[config.mk]
export PLATFORM = sky130hd
export DESIGN_NAME = interleaver_frame_scheduler
export DESIGN_NICKNAME = d
export VERILOG_FILES = /design/src/rtl/interleaver_pkg.sv /design/src/rtl/interleaver_frame_scheduler_rr_arbiter.sv /design/src/rtl/interleaver_frame_scheduler.sv
export SDC_FILE = /design/constraint.sdc
export NUM_CORES = 1
export LEC_CHECK = 0
export CAP_MARGIN = 20
export CORE_AREA = 2 2 77 79
export CTS_CLUSTER_DIAMETER = 200
export CTS_CLUSTER_SIZE = 8
export DETAILED_ROUTE_END_ITERATION = 8
export DIE_AREA = 0 0 79 81
export PLACE_DENSITY = 0.71
export SLEW_MARGIN = 20
export SYNTH_ARGS = -nofsm -noshare
export SYNTH_HDL_FRONTEND = slang
export SYNTH_SLANG_ARGS = --single-unit
[constraint.sdc]
create_clock -name clk2 -period 3.9 [get_ports clk2]
set_input_delay 1.17 -clock clk2 [delete_from_list [all_inputs] [get_ports clk2]]
set_output_delay 1.17 -clock clk2 [all_outputs]
set_load 0.01 [all_outputs]
[src/rtl/interleaver_pkg.sv]
// Shared constants and FSM encoding for the interleaver frame scheduler.
package interleaver_pkg;
  localparam int FRAME_BITS = 64;
  localparam int TAG_DEPTH  = 2;

  typedef enum logic [1:0] {
    IDLE = 2'd0,
    XFER = 2'd1,
    PAD  = 2'd2
  } state_t;
endpackage

[src/rtl/interleaver_frame_scheduler_rr_arbiter.sv]
// Combinational round-robin picker: first requester at or after rr_ptr wins.
module rr_arbiter #(
  parameter int NUM_SRC = 4,
  parameter int SRC_W   = 2
) (
  input  logic [NUM_SRC-1:0] req,
  input  logic               advance,
  input  logic [SRC_W-1:0]   rr_ptr,
  output logic [NUM_SRC-1:0] grant,
  output logic [SRC_W-1:0]   grant_id,
  output logic               found
);
  logic [SRC_W:0] idx;

  always_comb begin
    grant    = '0;
    grant_id = '0;
    found    = 1'b0;
    idx      = '0;
    // Scan farthest offset first so the requester nearest rr_ptr overrides.
    for (int off = NUM_SRC - 1; off >= 0; off--) begin
      idx = {1'b0, rr_ptr} + (SRC_W+1)'(off);
      if (idx >= (SRC_W+1)'(NUM_SRC)) idx = idx - (SRC_W+1)'(NUM_SRC);
      if (advance && req[idx[SRC_W-1:0]]) begin
        grant                  = '0;
        grant[idx[SRC_W-1:0]]  = 1'b1;
        grant_id               = idx[SRC_W-1:0];
        found                  = 1'b1;
      end
    end
  end
endmodule

[src/rtl/interleaver_frame_scheduler.sv]
// Round-robin frame scheduler in front of a shared 64-bit block interleaver,
// with zero-padding of stalled frames and source tagging of interleaved output.
module interleaver_frame_scheduler
  import interleaver_pkg::*;
#(
  parameter int NUM_SRC = 4,
  parameter int SRC_W   = 2,
  parameter int TIMEOUT = 16
) (
  input  logic               clk2,
  input  logic               rst_n,
  input  logic [NUM_SRC-1:0] req,
  input  logic [NUM_SRC-1:0] src_din,
  input  logic [NUM_SRC-1:0] src_valid,
  output logic [NUM_SRC-1:0] grant,
  output logic               frame_done,
  output logic               il_din,
  output logic               il_din_valid,
  input  logic               il_dout,
  input  logic               il_dout_valid,
  output logic               out_bit,
  output logic               out_valid,
  output logic [SRC_W-1:0]   out_src,
  output logic               out_sof,
  output logic               out_eof,
  output logic               pad_err,
  output logic               orphan_err
);
  localparam int         IDLE_W   = $clog2(TIMEOUT + 1);
  localparam int         PTR_W    = $clog2(TAG_DEPTH);
  localparam int         CNT_W    = $clog2(TAG_DEPTH + 1);
  localparam logic [6:0] LAST_BIT = 7'(FRAME_BITS - 1);

  state_t              state_q, state_d;
  logic [NUM_SRC-1:0]  grant_q, grant_d;
  logic [SRC_W-1:0]    gid_q, gid_d;
  logic [SRC_W-1:0]    rr_ptr_q, rr_ptr_d;
  logic [6:0]          bit_cnt_q, bit_cnt_d;
  logic [IDLE_W-1:0]   idle_cnt_q, idle_cnt_d;
  logic                pad_err_q;
  logic                set_pad, push, pop;

  logic [SRC_W-1:0]    tag_mem_q [TAG_DEPTH];
  logic [PTR_W-1:0]    wr_ptr_q, rd_ptr_q;
  logic [CNT_W-1:0]    tag_cnt_q;
  logic                fifo_full, fifo_empty;

  logic [6:0]          out_cnt_q;
  logic                out_bit_q, out_valid_q, out_sof_q, out_eof_q, orphan_err_q;
  logic [SRC_W-1:0]    out_src_q;

  logic [NUM_SRC-1:0]  arb_grant;
  logic [SRC_W-1:0]    arb_id;
  logic                arb_found;

  assign fifo_full  = (tag_cnt_q == CNT_W'(TAG_DEPTH));
  assign fifo_empty = (tag_cnt_q == '0);

  rr_arbiter #(.NUM_SRC(NUM_SRC), .SRC_W(SRC_W)) u_arb (
    .req      (req),
    .advance  ((state_q == IDLE) && !fifo_full),
    .rr_ptr   (rr_ptr_q),
    .grant    (arb_grant),
    .grant_id (arb_id),
    .found    (arb_found)
  );

  always_comb begin
    state_d      = state_q;
    grant_d      = grant_q;
    gid_d        = gid_q;
    rr_ptr_d     = rr_ptr_q;
    bit_cnt_d    = bit_cnt_q;
    idle_cnt_d   = idle_cnt_q;
    il_din       = 1'b0;
    il_din_valid = 1'b0;
    frame_done   = 1'b0;
    push         = 1'b0;
    set_pad      = 1'b0;
    case (state_q)
      IDLE: begin
        if (arb_found) begin
          grant_d    = arb_grant;
          gid_d      = arb_id;
          bit_cnt_d  = '0;
          idle_cnt_d = '0;
          state_d    = XFER;
        end
      end
      XFER: begin
        il_din       = src_din[gid_q];
        il_din_valid = src_valid[gid_q];
        if (il_din_valid) begin
          idle_cnt_d = '0;
        end else begin
          idle_cnt_d = idle_cnt_q + 1'b1;
          if (idle_cnt_q == IDLE_W'(TIMEOUT - 1)) begin
            state_d = PAD;
            set_pad = 1'b1;
          end
        end
      end
      PAD: begin
        il_din_valid = 1'b1;
      end
      default: state_d = IDLE;
    endcase
    // The 64th accepted bit closes the frame whether it came from the source or padding.
    if (il_din_valid) begin
      bit_cnt_d = bit_cnt_q + 1'b1;
      if (bit_cnt_q == LAST_BIT) begin
        frame_done = 1'b1;
        push       = 1'b1;
        grant_d    = '0;
        bit_cnt_d  = '0;
        rr_ptr_d   = (gid_q == SRC_W'(NUM_SRC - 1)) ? '0 : gid_q + 1'b1;
        state_d    = IDLE;
      end
    end
  end

  always_ff @(posedge clk2 or negedge rst_n) begin
    if (!rst_n) begin
      state_q    <= IDLE;
      grant_q    <= '0;
      gid_q      <= '0;
      rr_ptr_q   <= '0;
      bit_cnt_q  <= '0;
      idle_cnt_q <= '0;
      pad_err_q  <= 1'b0;
    end else begin
      state_q    <= state_d;
      grant_q    <= grant_d;
      gid_q      <= gid_d;
      rr_ptr_q   <= rr_ptr_d;
      bit_cnt_q  <= bit_cnt_d;
      idle_cnt_q <= idle_cnt_d;
      pad_err_q  <= pad_err_q | set_pad;
    end
  end

  assign pop = il_dout_valid && !fifo_empty && (out_cnt_q == LAST_BIT);

  always_ff @(posedge clk2 or negedge rst_n) begin
    if (!rst_n) begin
      for (int i = 0; i < TAG_DEPTH; i++) tag_mem_q[i] <= '0;
      wr_ptr_q     <= '0;
      rd_ptr_q     <= '0;
      tag_cnt_q    <= '0;
      out_cnt_q    <= '0;
      out_bit_q    <= 1'b0;
      out_valid_q  <= 1'b0;
      out_sof_q    <= 1'b0;
      out_eof_q    <= 1'b0;
      out_src_q    <= '0;
      orphan_err_q <= 1'b0;
    end else begin
      if (push) begin
        tag_mem_q[wr_ptr_q] <= gid_q;
        wr_ptr_q            <= wr_ptr_q + 1'b1;
      end
      if (pop) rd_ptr_q <= rd_ptr_q + 1'b1;
      tag_cnt_q   <= tag_cnt_q + CNT_W'(push) - CNT_W'(pop);
      out_bit_q   <= il_dout;
      out_valid_q <= il_dout_valid;
      out_sof_q   <= il_dout_valid && (out_cnt_q == '0);
      out_eof_q   <= il_dout_valid && (out_cnt_q == LAST_BIT);
      if (il_dout_valid) begin
        out_src_q <= fifo_empty ? '0 : tag_mem_q[rd_ptr_q];
        out_cnt_q <= (out_cnt_q == LAST_BIT) ? '0 : out_cnt_q + 1'b1;
        if (fifo_empty) orphan_err_q <= 1'b1;
      end
    end
  end

  assign grant      = grant_q;
  assign pad_err    = pad_err_q;
  assign out_bit    = out_bit_q;
  assign out_valid  = out_valid_q;
  assign out_src    = out_src_q;
  assign out_sof    = out_sof_q;
  assign out_eof    = out_eof_q;
  assign orphan_err = orphan_err_q;
endmodule

==> results.sh <==
export IMPL_layout_setup_ws_ns=0.0626
export IMPL_coreArea_sq_um=5680
export IMPL_grt_pass1_vias=2096
export IMPL_post_drt_wl_per_cell_microns=14.3
export IMPL_ys_flop_type="dfrtp_1"
export IMPL_clkTransAtPathRegs_ns=0.08
export IMPL_hpwlAfterDp_microns=3860
export IMPL_cp_max_fo=1
export IMPL_worst_slew_pin_transition_ns=0.604
export IMPL_drt_iter0_drc=62
export IMPL_outcome="completed"
export IMPL_critPathLaunchType="input pin"
export IMPL_clock_skew_ns=0.00349
export IMPL_top_usage_layer="met2"
export IMPL_syn_num_nets=296
export IMPL_grt_antenna_before_repair=0
export IMPL_ir_worst_vdd_mv=0.234
export IMPL_rsz0062_at_grt="false"
export IMPL_via_count=2049
export IMPL_routed_wl_microns=5330
export IMPL_io_buffers=30
export IMPL_cts_buffers=5
export IMPL_grt_use_met2_pct=32.5
export IMPL_crit_arrival_ns=2.67
export IMPL_slew_headroom_pct=59.3
export IMPL_instances_no_fill=372
export IMPL_htree_levels=2
export IMPL_cts_root_buf="clkbuf_8"
export IMPL_synthSimpleGateAreaFrac_pct=17.0
export IMPL_p_int_mw=1.09
export IMPL_swShare_pct=34.2
export IMPL_drt_pass1_iterations=4
export IMPL_slew_viol_final=0
export IMPL_area_growth_pct=20.1
export IMPL_yosys_area_top_type_share_pct=41.7
export IMPL_syn_cell_area_sq_um=2700
export IMPL_ant_nets=0
export IMPL_synthArstFlopShare_pct=100
export IMPL_postSynthCellCount=260
export IMPL_synth_edf_count=0
export IMPL_cts_tree="done"
export IMPL_clkLatencyLatePin_ns=0.29
export IMPL_cts_path_max_buffers=2
export IMPL_fill_cells=517
export IMPL_synthAdderAreaFrac_pct=9.27
export IMPL_std_cell_rows=28
export IMPL_synth_xor_area_share_pct=2.92
export IMPL_drive_gt1_share_pct=11.4
export IMPL_p_clk_share_pct=25.2
export IMPL_final_common_cell="dfrtp_1"
export IMPL_gr_usage_met3_pct=2.44
export IMPL_hold_violations=0
export IMPL_dp_slack_ns=-0.213
export IMPL_grt_start_max_net_pins=46
export IMPL_grt_pass1_wl_microns=9400
export IMPL_final_nets=332
export IMPL_ctsHoldBuffers=0
export IMPL_p_switching_mw=0.567
export IMPL_path_class="in -> out"
export IMPL_powerDensity_nw_per_um2=511
export IMPL_fp_dieW_microns=79
export IMPL_die_h_microns=81
export IMPL_p_seq_share_pct=38.6
export IMPL_final_cell_mix="dfrtp_1 (45), clkdlybuf4s50_1 (27), nand2_1 (24)"
export IMPL_drv_cap=0
export IMPL_yosys_register_bits=45
export IMPL_antenna_cells=0
export IMPL_synth_area_per_cell_sq_um=10.4
export IMPL_synth_top_family_by_area="simple AND/OR/NAND/NOR gates"
export IMPL_synth_compound_area_share_pct=16.2
export IMPL_synth_area_leaders="dfrtp_1 (42%), ha_1 (9.3%), mux2i_1 (3.3%)"
export IMPL_utilization_pct=57.1
export IMPL_combinationalPowerShare_pct=36.2
export IMPL_grtUsageTotal_pct=18.4
export IMPL_p_leak_nw=1.50
export IMPL_fmax_ghz=0.261
export IMPL_critPathCaptureType="output port"
export IMPL_post_route_drc_count=0
export IMPL_hold_path_class="reg -> reg"
export IMPL_dp_cells=364
export IMPL_period_minus_slack_ns=3.84
export IMPL_power_total_mw=1.66
export IMPL_die_area_sq_um=6400
export IMPL_io_pins=31
export IMPL_cts_sinks=45
export IMPL_initial_utilization_pct=47.6
export IMPL_yosysTopAreaCell="dfrtp_1"
export IMPL_vias_per_cell=5.51
export IMPL_period_share_pct=98.4
export IMPL_yosysSeqAreaShare_pct=41.7
export IMPL_worstPathRequired_ns=2.73
export IMPL_timing_setup_tns_ns=0
export IMPL_yosys_mux_area_fraction_pct=8.90
export IMPL_gr_total_overflow=0
export IMPL_gp_congestion=0.854
export IMPL_ys_types=59
export IMPL_grt_use_met1_pct=23.1
export IMPL_setup_viol=0
export IMPL_yosys_warnings=0
[cell usage after synthesis, types with 2 or more instances]
master    count
dfrtp_1      45
nand2_1      24
ha_1         20
inv_1        17
o21ai_0      16
nor2_1       14
mux2i_1       9
o211ai_1      7
a21oi_1       6
a31oi_1       6
and3_1        5
xnor2_1       5
buf_2         4
nand3_1       4
nor3_1        4
xor2_1        4
a211oi_1      3
a21o_1        3
a221o_1       3
and2_1        3
mux2_2        3
mux4_2        3
nand2b_1      3
o21a_1        3
o22ai_1       3
clkbuf_1      2
mux2_1        2
nand4_1       2
nand4b_1      2
nor2b_1       2
nor3_2        2
nor3b_1       2
nor4_1        2
nor4b_1       2
[kinds of logic (layout without fill, tap and decap cells)]
kind of cell | count (synthesis) | in the layout
AO/OA/AOI/OAI | 61 | 61
XOR/XNOR | 9 | 9
adder cells (fa/ha/maj) | 20 | 20
buffers and inverters | 26 | 63
flip-flops | 45 | 45
multiplexers | 18 | 18
AND/OR/NAND/NOR | 81 | 81
[flip-flops by register name, summed over array words and instances, names as in the netlist, 4 cells and up]
name,flops
out_cnt_q,7
bit_cnt_q,7
grant,4
idle_cnt_q,5
tag_mem_q,4
[worst paths after layout]
path,from,endpoint,slack [ns],cells after the start
worst min register to register,pad_err,pad_err,0.47,1
worst min-delay path,pad_err,pad_err,0.47,1
max in group asynchronous,rst_n,wr_ptr_q,2.65,1
worst max-delay path,src_din[1],il_din,0.06,4
worst max register to register,rr_ptr_q[1],grant[3],1.31,7
min in group asynchronous,rst_n,bit_cnt_q[1],0.87,1
[critical path, cell delays in order]
cell and delay [ns]:
clkdlybuf4s50_1 0.38, mux4_1 0.48, and2_1 0.17, clkdlybuf4s50_1 0.47
[power by group through the flow]
stage	Sequential, mW	Combinational, mW	Clock, mW
finish	0.640	0.600	0.417
global route	0.657	0.673	0.448
CTS	0.643	0.608	0.429
global placement	0.650	0.592	0
floorplan	0.641	0.380	0
detailed placement	0.651	0.605	0
[timing repair]
item | CTS | global route
setup endpoints to repair | 2 | 1
pin swaps | 1 | 1
gates resized for setup | 4 | 2
buffers inserted | 0 | 0
[routing by layer]
metal	up-vias	part of all wire [%]
li1	1018	-
met2	25	50
met4	0	1.7
met5	-	0
met3	9	2.0
met1	997	47
[metrics by stage]
stage | hold slack, ns | instance area (sq um)
floorplan | 0.464 | 2700
global placement | 0.448 | 3100
detailed placement | 0.454 | 3100
CTS | 0.477 | 3240
global route | 0.517 | 3240
finish | 0.471 | 3240
[cell type report]
class,instances,area (sq um),area share [%]
Multi-Input combinational cell,189,1470,45.4
Tap cell,75,93.8,2.89
Clock buffer,5,68.8,2.12
Inverter,18,67.6,2.08
Clock inverter,3,68.8,2.12
Timing Repair Buffer,37,345,10.7
Sequential cell,45,1130,34.7
No activity file was read; power rests on OpenSTA's default activity.
==> patch: new RTL, same flow settings <==
Set the parameter `TIMEOUT` to 32 (it was 16).
--- a/src/rtl/interleaver_frame_scheduler.sv
+++ b/src/rtl/interleaver_frame_scheduler.sv
@@ -5,7 +5,7 @@
 #(
   parameter int NUM_SRC = 4,
   parameter int SRC_W   = 2,
-  parameter int TIMEOUT = 16
+  parameter int TIMEOUT = 32
 ) (
   input  logic               clk2,
   input  logic               rst_n,
Check against the original RTL: no difference found for any inputs over 10 cycles, from zero or initial values and one cycle with rst_n low; that may be too few to reach the edited logic, so the function may still have changed.
==> patch against the unedited design <==
  * Cell count grew 2.2%
  * Synthesized cell count up 2.7%
  * Critical endpoint is now il_din_valid
  * Utilization shrank 0.37 points
  * Largest power group unchanged
  * Fmax increased by 1.0%
  * Wire length decreased by 2.3%
  * Total power shrank 4.0%
  * Worst setup slack better by 38 ps
  * Sequential cell count increased by 1
  * Synthesized area rose by 0.60%
  * Sequential power is 4.1% higher
  * Count of clock-buffer cells in the layout did not move
  * Design area shrank 0.66%
  * First-iteration DRC count up 23%
==> patch: results (changes against the unedited design) <==
| Metric | Value |
|---|---|
| DP Worst Slack | `-241 ps (-28.1 ps)` |
| Share of cells above drive strength 1 | `14.8% (+3.3 points)` |
| Layout Nets | `339 (+2.1%)` |
| Final cell count without fillers | `380 (+2.2%)` |
| Largest net degree at the start of global routing | `47 (+2.2%)` |
| Drt total wl | `5200 um (-2.3%)` |
| ClkCell Share | `2.87% (-1.4 points)` |
| Vias | `2,088 (+1.9%)` |
| CP startpoint | `src_valid[3]` |
| Clk_skew | `11.6 ps (+8.13 ps)` |
| Logic power comb | `0.626 mW (+4.3%)` |
| Sw Share | `36.7% (+2.5 points)` |
| Comb_multi_in | `198 (+4.8%)` |
| GRT Resource Usage Total | `18.3% (-0.078 points)` |
| Placed cell count | `372 (+2.2%)` |
| Cell-internal power | `1.01 mW (-7.7%)` |
| Crit path max fanout | `2 (+1)` |
| Top flop regs | `bit_cnt_q: 7 flops, out_cnt_q: 7 flops, idle_cnt_q: 6 flops` |
| Seq/Total Area, Yosys | `42.4% (+0.67 points)` |
| Signal inverters | `16 (-2)` |
| Iter 0 DRT Violations | `76 (+23%)` |
| Register Area | `1150 sq um (+2.2%)` |
| P_leak | `1.48 nW (-1.2%)` |
| Top cells by area, synth | `dfrtp_1 42%, ha_1 8.8%, o21ai_0 4.4%` |
| HPWL Detailed | `3820 um (-1.1%)` |
| Post-place instance area | `3120 sq um (+0.77%)` |
| Post-synth cell types | `54 (-8.5%)` |
| Area Growth Syn to Fin | `18.6%` |
| Worst Setup EP | `il_din_valid` |
| Clock net power | `0.299 mW (-28%)` |
| Routability Congestion | `0.865 (+1.4%)` |
| Setup ws final | `101 ps (+37.9 ps)` |
| VDD IR max | `0.259 mV (+11%)` |
| Most frequent cells after synthesis | `46 x dfrtp_1, 27 x nand2_1, 24 x o21ai_0, 19 x ha_1, 17 x nor2_1` |
| Status | `finished, final reports clean` |
## patch: critical path, cell delays in order
cell,delay [ps]
clkdlybuf4s50_1,420
mux4_2,530
a21oi_4,190
nand2b_4,140
inv_1,50
clkbuf_2,120
## patch: logic make-up (layout without fill, tap and decap cells)
logic type               Yosys count  in the layout  share of synthesized area (%)
buffers and inverters             23             61                           3.41
AND/OR/NAND/NOR                   90             90                           18.1
adder cells (fa/ha/maj)           19             19                           8.76
AO/OA/AOI/OAI                     63             63                           15.9
flip-flops                        46             46                           42.4
XOR/XNOR                           8              8                           2.58
multiplexers                      18             18                           8.89
## patch: worst min-delay path by stage
stage,startpoint,to,slack [ps],cells after the start
2_1_floorplan,idle_cnt_q[5]$_DFFE_PN0P_,idle_cnt_q[5]$_DFFE_PN0P_,460,1
3_3_place_gp,orphan_err$_DFFE_PN0P_,orphan_err$_DFFE_PN0P_,440,1
3_5_place_dp,orphan_err$_DFFE_PN0P_,orphan_err$_DFFE_PN0P_,450,1
4_1_cts,orphan_err$_DFFE_PN0P_,orphan_err$_DFFE_PN0P_,460,1
5_1_grt,orphan_err$_DFFE_PN0P_,orphan_err$_DFFE_PN0P_,480,1
6_report,orphan_err$_DFFE_PN0P_,orphan_err$_DFFE_PN0P_,460,1
## patch: routing by layer
metal	share of wire [%]	routed length (um)	global-route usage, %	up-vias
met5	0	0	0	-
li1	-	-	-	1039
met1	51	2650	26.3	1004
met4	1.5	77	6.03	0
met2	44	2270	28.0	40
met3	4.0	206	3.67	5
## patch: what timing repair did
item,4_1_cts,5_1_grt
pin swaps,1,1
gates resized for setup,7,2
setup endpoints to repair,3,2
